## src/rtl/filter_weight_loader.sv

```systemverilog
// filter_weight_loader
//   Receives one 3x3 filter (w0..w8) and its bias as a serial valid/ready
//   word stream. The words collect in an internal bank. They are then
//   published to the convolution datapath as nine parallel weights plus a
//   bias. The published outputs only change on a successful final
//   transfer, so the datapath keeps using the previous filter while a new
//   one streams in.
//
// Ports
//   clk, rst_n        clock (rising edge), asynchronous active-low reset
//   start             one-cycle request to begin or restart a load
//   s_valid/s_data/s_last/s_ready
//                     input word stream; the word order is w0..w8, then bias
//   wr_count          number of words accepted in the current load
//   load_done         one-cycle pulse on the publish edge
//   load_error        sticky framing error, cleared by start
//   weights_valid     the published outputs hold a complete filter
//   rdata0..rdata8    published weights w0..w8
//   bias              published bias
module filter_weight_loader #(
  parameter int numWeightFilter    = 10,
  parameter int addressWidthFilter = 4,
  parameter int dataWidthFilter    = 16
) (
  input  logic                          clk,
  input  logic                          rst_n,
  input  logic                          start,
  input  logic                          s_valid,
  input  logic [dataWidthFilter-1:0]    s_data,
  input  logic                          s_last,
  output logic                          s_ready,
  output logic [addressWidthFilter-1:0] wr_count,
  output logic                          load_done,
  output logic                          load_error,
  output logic                          weights_valid,
  output logic [dataWidthFilter-1:0]    rdata0,
  output logic [dataWidthFilter-1:0]    rdata1,
  output logic [dataWidthFilter-1:0]    rdata2,
  output logic [dataWidthFilter-1:0]    rdata3,
  output logic [dataWidthFilter-1:0]    rdata4,
  output logic [dataWidthFilter-1:0]    rdata5,
  output logic [dataWidthFilter-1:0]    rdata6,
  output logic [dataWidthFilter-1:0]    rdata7,
  output logic [dataWidthFilter-1:0]    rdata8,
  output logic [dataWidthFilter-1:0]    bias
);

  localparam int NUM_W = numWeightFilter - 1;  // weights only; the last word is the bias
  localparam logic [addressWidthFilter-1:0] LAST_IDX = addressWidthFilter'(numWeightFilter - 1);
  localparam logic [addressWidthFilter-1:0] ONE      = addressWidthFilter'(1);

  typedef enum logic [1:0] {IDLE, LOAD, DONE} state_t;

  state_t                          state_reg;
  logic                            s_ready_reg;
  logic [addressWidthFilter-1:0]   wr_count_reg;
  logic                            load_done_reg;
  logic                            load_error_reg;
  logic                            weights_valid_reg;
  logic [dataWidthFilter-1:0]      bias_reg;
  logic [dataWidthFilter-1:0]      bank_reg [numWeightFilter];
  logic [dataWidthFilter-1:0]      pub_reg  [NUM_W];

  wire xfer = s_valid && s_ready_reg;

  always_ff @(posedge clk or negedge rst_n) begin
    if (!rst_n) begin
      state_reg         <= IDLE;
      s_ready_reg       <= 1'b0;
      wr_count_reg      <= '0;
      load_done_reg     <= 1'b0;
      load_error_reg    <= 1'b0;
      weights_valid_reg <= 1'b0;
      bias_reg          <= '0;
      for (int i = 0; i < numWeightFilter; i++) bank_reg[i] <= '0;
      for (int i = 0; i < NUM_W; i++)           pub_reg[i]  <= '0;
    end else begin
      load_done_reg <= 1'b0;
      case (state_reg)
        IDLE, DONE: begin
          if (start) begin
            state_reg      <= LOAD;
            s_ready_reg    <= 1'b1;
            wr_count_reg   <= '0;
            load_error_reg <= 1'b0;
          end
        end
        LOAD: begin
          if (start) begin
            // Restart takes priority; a word offered in the same cycle is
            // dropped. Older bank entries are simply overwritten later.
            wr_count_reg   <= '0;
            load_error_reg <= 1'b0;
          end else if (xfer) begin
            if (wr_count_reg == LAST_IDX) begin
              if (s_last) begin
                // Publish edge: weights come from the bank, and the bias
                // comes straight from the word being accepted now.
                bank_reg[wr_count_reg] <= s_data;
                wr_count_reg           <= wr_count_reg + ONE;
                for (int i = 0; i < NUM_W; i++) pub_reg[i] <= bank_reg[i];
                bias_reg          <= s_data;
                weights_valid_reg <= 1'b1;
                load_done_reg     <= 1'b1;
                s_ready_reg       <= 1'b0;
                state_reg         <= DONE;
              end else begin
                // Tenth word without last: framing error, word discarded.
                load_error_reg <= 1'b1;
                s_ready_reg    <= 1'b0;
                state_reg      <= IDLE;
              end
            end else begin
              bank_reg[wr_count_reg] <= s_data;
              wr_count_reg           <= wr_count_reg + ONE;
              if (s_last) begin
                load_error_reg <= 1'b1;
                s_ready_reg    <= 1'b0;
                state_reg      <= IDLE;
              end
            end
          end
        end
        default: begin
          state_reg   <= IDLE;
          s_ready_reg <= 1'b0;
        end
      endcase
    end
  end

  assign s_ready       = s_ready_reg;
  assign wr_count      = wr_count_reg;
  assign load_done     = load_done_reg;
  assign load_error    = load_error_reg;
  assign weights_valid = weights_valid_reg;
  assign bias          = bias_reg;
  assign rdata0        = pub_reg[0];
  assign rdata1        = pub_reg[1];
  assign rdata2        = pub_reg[2];
  assign rdata3        = pub_reg[3];
  assign rdata4        = pub_reg[4];
  assign rdata5        = pub_reg[5];
  assign rdata6        = pub_reg[6];
  assign rdata7        = pub_reg[7];
  assign rdata8        = pub_reg[8];

endmodule

```

## config.mk

```make
export PLATFORM = sky130hd
export DESIGN_NAME = filter_weight_loader
export DESIGN_NICKNAME = d
export VERILOG_FILES = /design/src/rtl/filter_weight_loader.sv
export SDC_FILE = /design/constraint.sdc
export NUM_CORES = 1
export LEC_CHECK = 0
export ABC_AREA = 1
export CAP_MARGIN = 20
export CORE_ASPECT_RATIO = 1.25
export CORE_MARGIN = 5
export CORE_UTILIZATION = 56
export CTS_BUF_LIST = sky130_fd_sc_hd__clkbuf_4 sky130_fd_sc_hd__clkbuf_8
export CTS_CLUSTER_SIZE = 28
export DETAILED_ROUTE_END_ITERATION = 8
export GPL_TIMING_DRIVEN = 0
export HOLD_SLACK_MARGIN = 0.05
export PLACE_DENSITY = 0.94
export SLEW_MARGIN = 20
export SYNTH_ARGS = -nofsm -noshare
export SYNTH_HDL_FRONTEND = slang
export SYNTH_SLANG_ARGS = --single-unit
```

## constraint.sdc

```tcl
create_clock -name clk -period 1.85 [get_ports clk]
set_input_delay 0.37 -clock clk [delete_from_list [all_inputs] [get_ports clk]]
set_output_delay 0.37 -clock clk [all_outputs]
set_load 0.01 [all_outputs]
```

==> results.py <==
metrics = {
    "routing": {
        "vias": 9781,
        "drc": 0,
        "route.antenna.remaining_nets": 0,
        "post_drt_wl_per_cell_um": 18.8,
        "drt_first_pass_iters": 7,
        "finalWirelength_um": 33800,
        "vias_per_cell": 5.44,
        "drt_iter0_drc": 751,
    },
    "cells_and_area": {
        "final_cell_mix": "620 x nand2_1, 311 x dfrtp_1, 111 x dlygate4sd2_1",
        "multiInputGateArea_sq_mm": 0.00359,
        "nets": 1506,
        "fillCellCount": 1446,
        "diodes": 0,
        "final_area_sq_mm": 0.0155,
        "drive_gt1_frac": 0.130,
        "fin_cells": 1797,
        "syn_to_final_growth_pct": 28.6,
        "regArea_sq_mm": 0.00786,
        "final_common_cell": "nand2_1",
        "largest_register_ffs": 144,
    },
    "logic_synthesis": {
        "synth_area_per_cell_sq_um": 9.73,
        "synth-seq-area-share": 0.653,
        "yosysWarnings": 0,
        "synth_area_sq_mm": 0.0120,
        "synthCells": 1238,
        "postSynthNetCount": 1263,
        "synth.distinct_cells": 26,
        "ys_seq_elements": 314,
    },
    "placement": {
        "pre_cts_ws_ns": -0.275,
        "dpl.cell_count": 1708,
        "dpl.hpwl_um": 22400,
        "dpl_cell_area_sq_mm": 0.0144,
        "gp_congestion": 0.845,
        "portBuffers": 188,
    },
    "sta": {
        "fin_ws_ns": 0.0466,
        "setup_viol": 0,
        "slew_headroom": 0.470,
        "post-route-min-period_ns": 1.80,
        "maxSlewViolCount": 0,
        "timing.final.crit_share": 0.975,
        "worst_slew_pin_slew_ns": 0.794,
        "hold_violations": 0,
        "fmax_ghz": 0.555,
        "skew_ns": 0.0184,
        "whs_ns": 0.328,
    },
    "grt": {
        "overflow": 0,
        "grt_max_degree": 108,
        "grt_pass1_wl_um": 53300,
        "grt_usage": 0.276,
        "antenna_found_initial": 0,
        "grt_pass1_vias": 10100,
    },
    "floorplanning": {
        "die_area_sq_mm": 0.0246,
        "initial_utilization": 0.565,
        "ios": 189,
        "rows": 60,
        "die_x_um": 141,
        "coreArea_sq_mm": 0.0213,
        "die_y_um": 174,
    },
    "power": {
        "p_leak_nw": 9.42,
        "power_density_mw_per_mm2": 911,
        "ir_drop_v": 0.000593,
    },
    "clock_network": {
        "cts_buffers": 46,
        "htree_levels": 2,
        "path_clk_slew_ns": 0.07,
        "cts_tree": "yes",
        "clk_latency_ns": 0.57,
        "clkSinkCount": 314,
        "ctsLongestPathBuffers": 3,
        "root_buffer": "clkbuf_8",
    },
    "critical_path": {
        "critPathLaunchType": "register",
        "cp_max_fo": 2,
        "reg2regPathDepth": 10,
        "path_buf_inv": 1,
        "slowest_stage": "clkdlybuf4s50_1",
        "endpoint_kind": "output pin",
        "r2r_slack_ns": 0.07,
        "r2r-start": "wr_count[1]$_DFFE_PN0P_",
        "r2r_end": "rdata7[0]$_DFFE_PN0P_",
        "slowest_delay_ns": 0.53,
        "cp_cell_sequence": "clkdlybuf4s50_1",
        "critPathTopFamily": "buffers and inverters",
        "critPathArrivalTime_ns": 1.43,
        "critPathKind": "reg -> out",
        "cp.required_ns": 1.48,
    },
    "worst_hold_path": {
        "hold_path_class": "in -> async",
    },
    "status": {
        "status": "finished clean",
    },
    "flow_run": {
        "max_cap_viol_count": 0,
    },
}
## per-layer routing
metal  vias to the layer above  wire [um]  global-route usage
li1                       4369          -                   -
met1                      4801      12500               0.335
met2                       494      16800               0.465
met3                       117       2720              0.0575
met4                         0       1760               0.143
met5                         -          0                   0
## final cells by class
type / instances / area share
flip-flops and latches: 314 / 0.508
multi-input cells: 827 / 0.232
repair buffers: 195 / 0.129
clock buffers: 72 / 0.0563
plain buffers: 64 / 0.0368
well taps: 279 / 0.0225
clock inverters: 13 / 0.00800
inverters: 33 / 0.00800
## metrics by stage
stage               power, W  utilization  setup TNS (ns)
CTS                   0.0141        0.715               0
global route          0.0146        0.726         -0.0458
global placement     0.00817        0.669        -3858.30
floorplan            0.00779            -               0
detailed placement   0.00825        0.674          -50.71
finish                0.0141        0.726               0
## cells by family (layout without fill, tap and decap cells)
family | count (synthesis) | after routing | share of synthesized area
simple gates | 659 | 659 | 0.218
flops | 314 | 314 | 0.653
compound gates | 162 | 162 | 0.0741
buf+inv | 97 | 377 | 0.0501
fa+ha+maj | 4 | 4 | 0.00416
xor+xnor | 2 | 2 | 0.00145
## report_power, final
group	internal (W)	switching (W)	leakage, nW
Clock	0.00330	0.00267	0.533
Sequential	0.00713	0.000165	4.36
Combinational	0.000254	0.000595	4.53
## worst max path at each step
stage | from | endpoint | slack [ns] | cells past startpoint
finish | rdata4[0]$_DFFE_PN0P_ | rdata4[0] | 0.05 | 1
detailed placement | start | rdata4[14]$_DFFE_PN0P_ | -0.28 | 9
global route | wr_count[1]$_DFFE_PN0P_ | rdata8[5]$_DFFE_PN0P_ | -0.01 | 10
global placement | rst_n | rdata4[7]$_DFFE_PN0P_ | -12.20 | 1
CTS | rdata8[10]$_DFFE_PN0P_ | rdata8[10] | 0.0003 | 1
floorplan | wr_count[1]$_DFFE_PN0P_ | bank_reg[27]$_DFFE_PN0P_ | 0.22 | 10
## repair_timing
item | in CTS | in global routing
endpoints found under the hold margin | 47 | 0
hold buffers | 1 | 0
pin swaps | 0 | 1
setup endpoints to repair | 249 | 353
setup buffers | 0 | 3
resized for setup | 122 | 83
## cell usage after synthesis (all sizes together)
master | number | share of area
nor3 | 1 | 0.00042
o21ai | 160 | 0.073
buf | 55 | 0.037
ha | 4 | 0.0042
nand2 | 623 | 0.20
nand4 | 2 | 0.0010
or2 | 1 | 0.00052
xor2 | 2 | 0.0015
dfrtp | 314 | 0.65
nor2 | 14 | 0.0063
a21oi | 1 | 0.00042
a21boi | 1 | 0.00062
clkbuf | 9 | 0.0028
inv | 33 | 0.010
nand3 | 18 | 0.014
(Power assumes the default switching activity.)
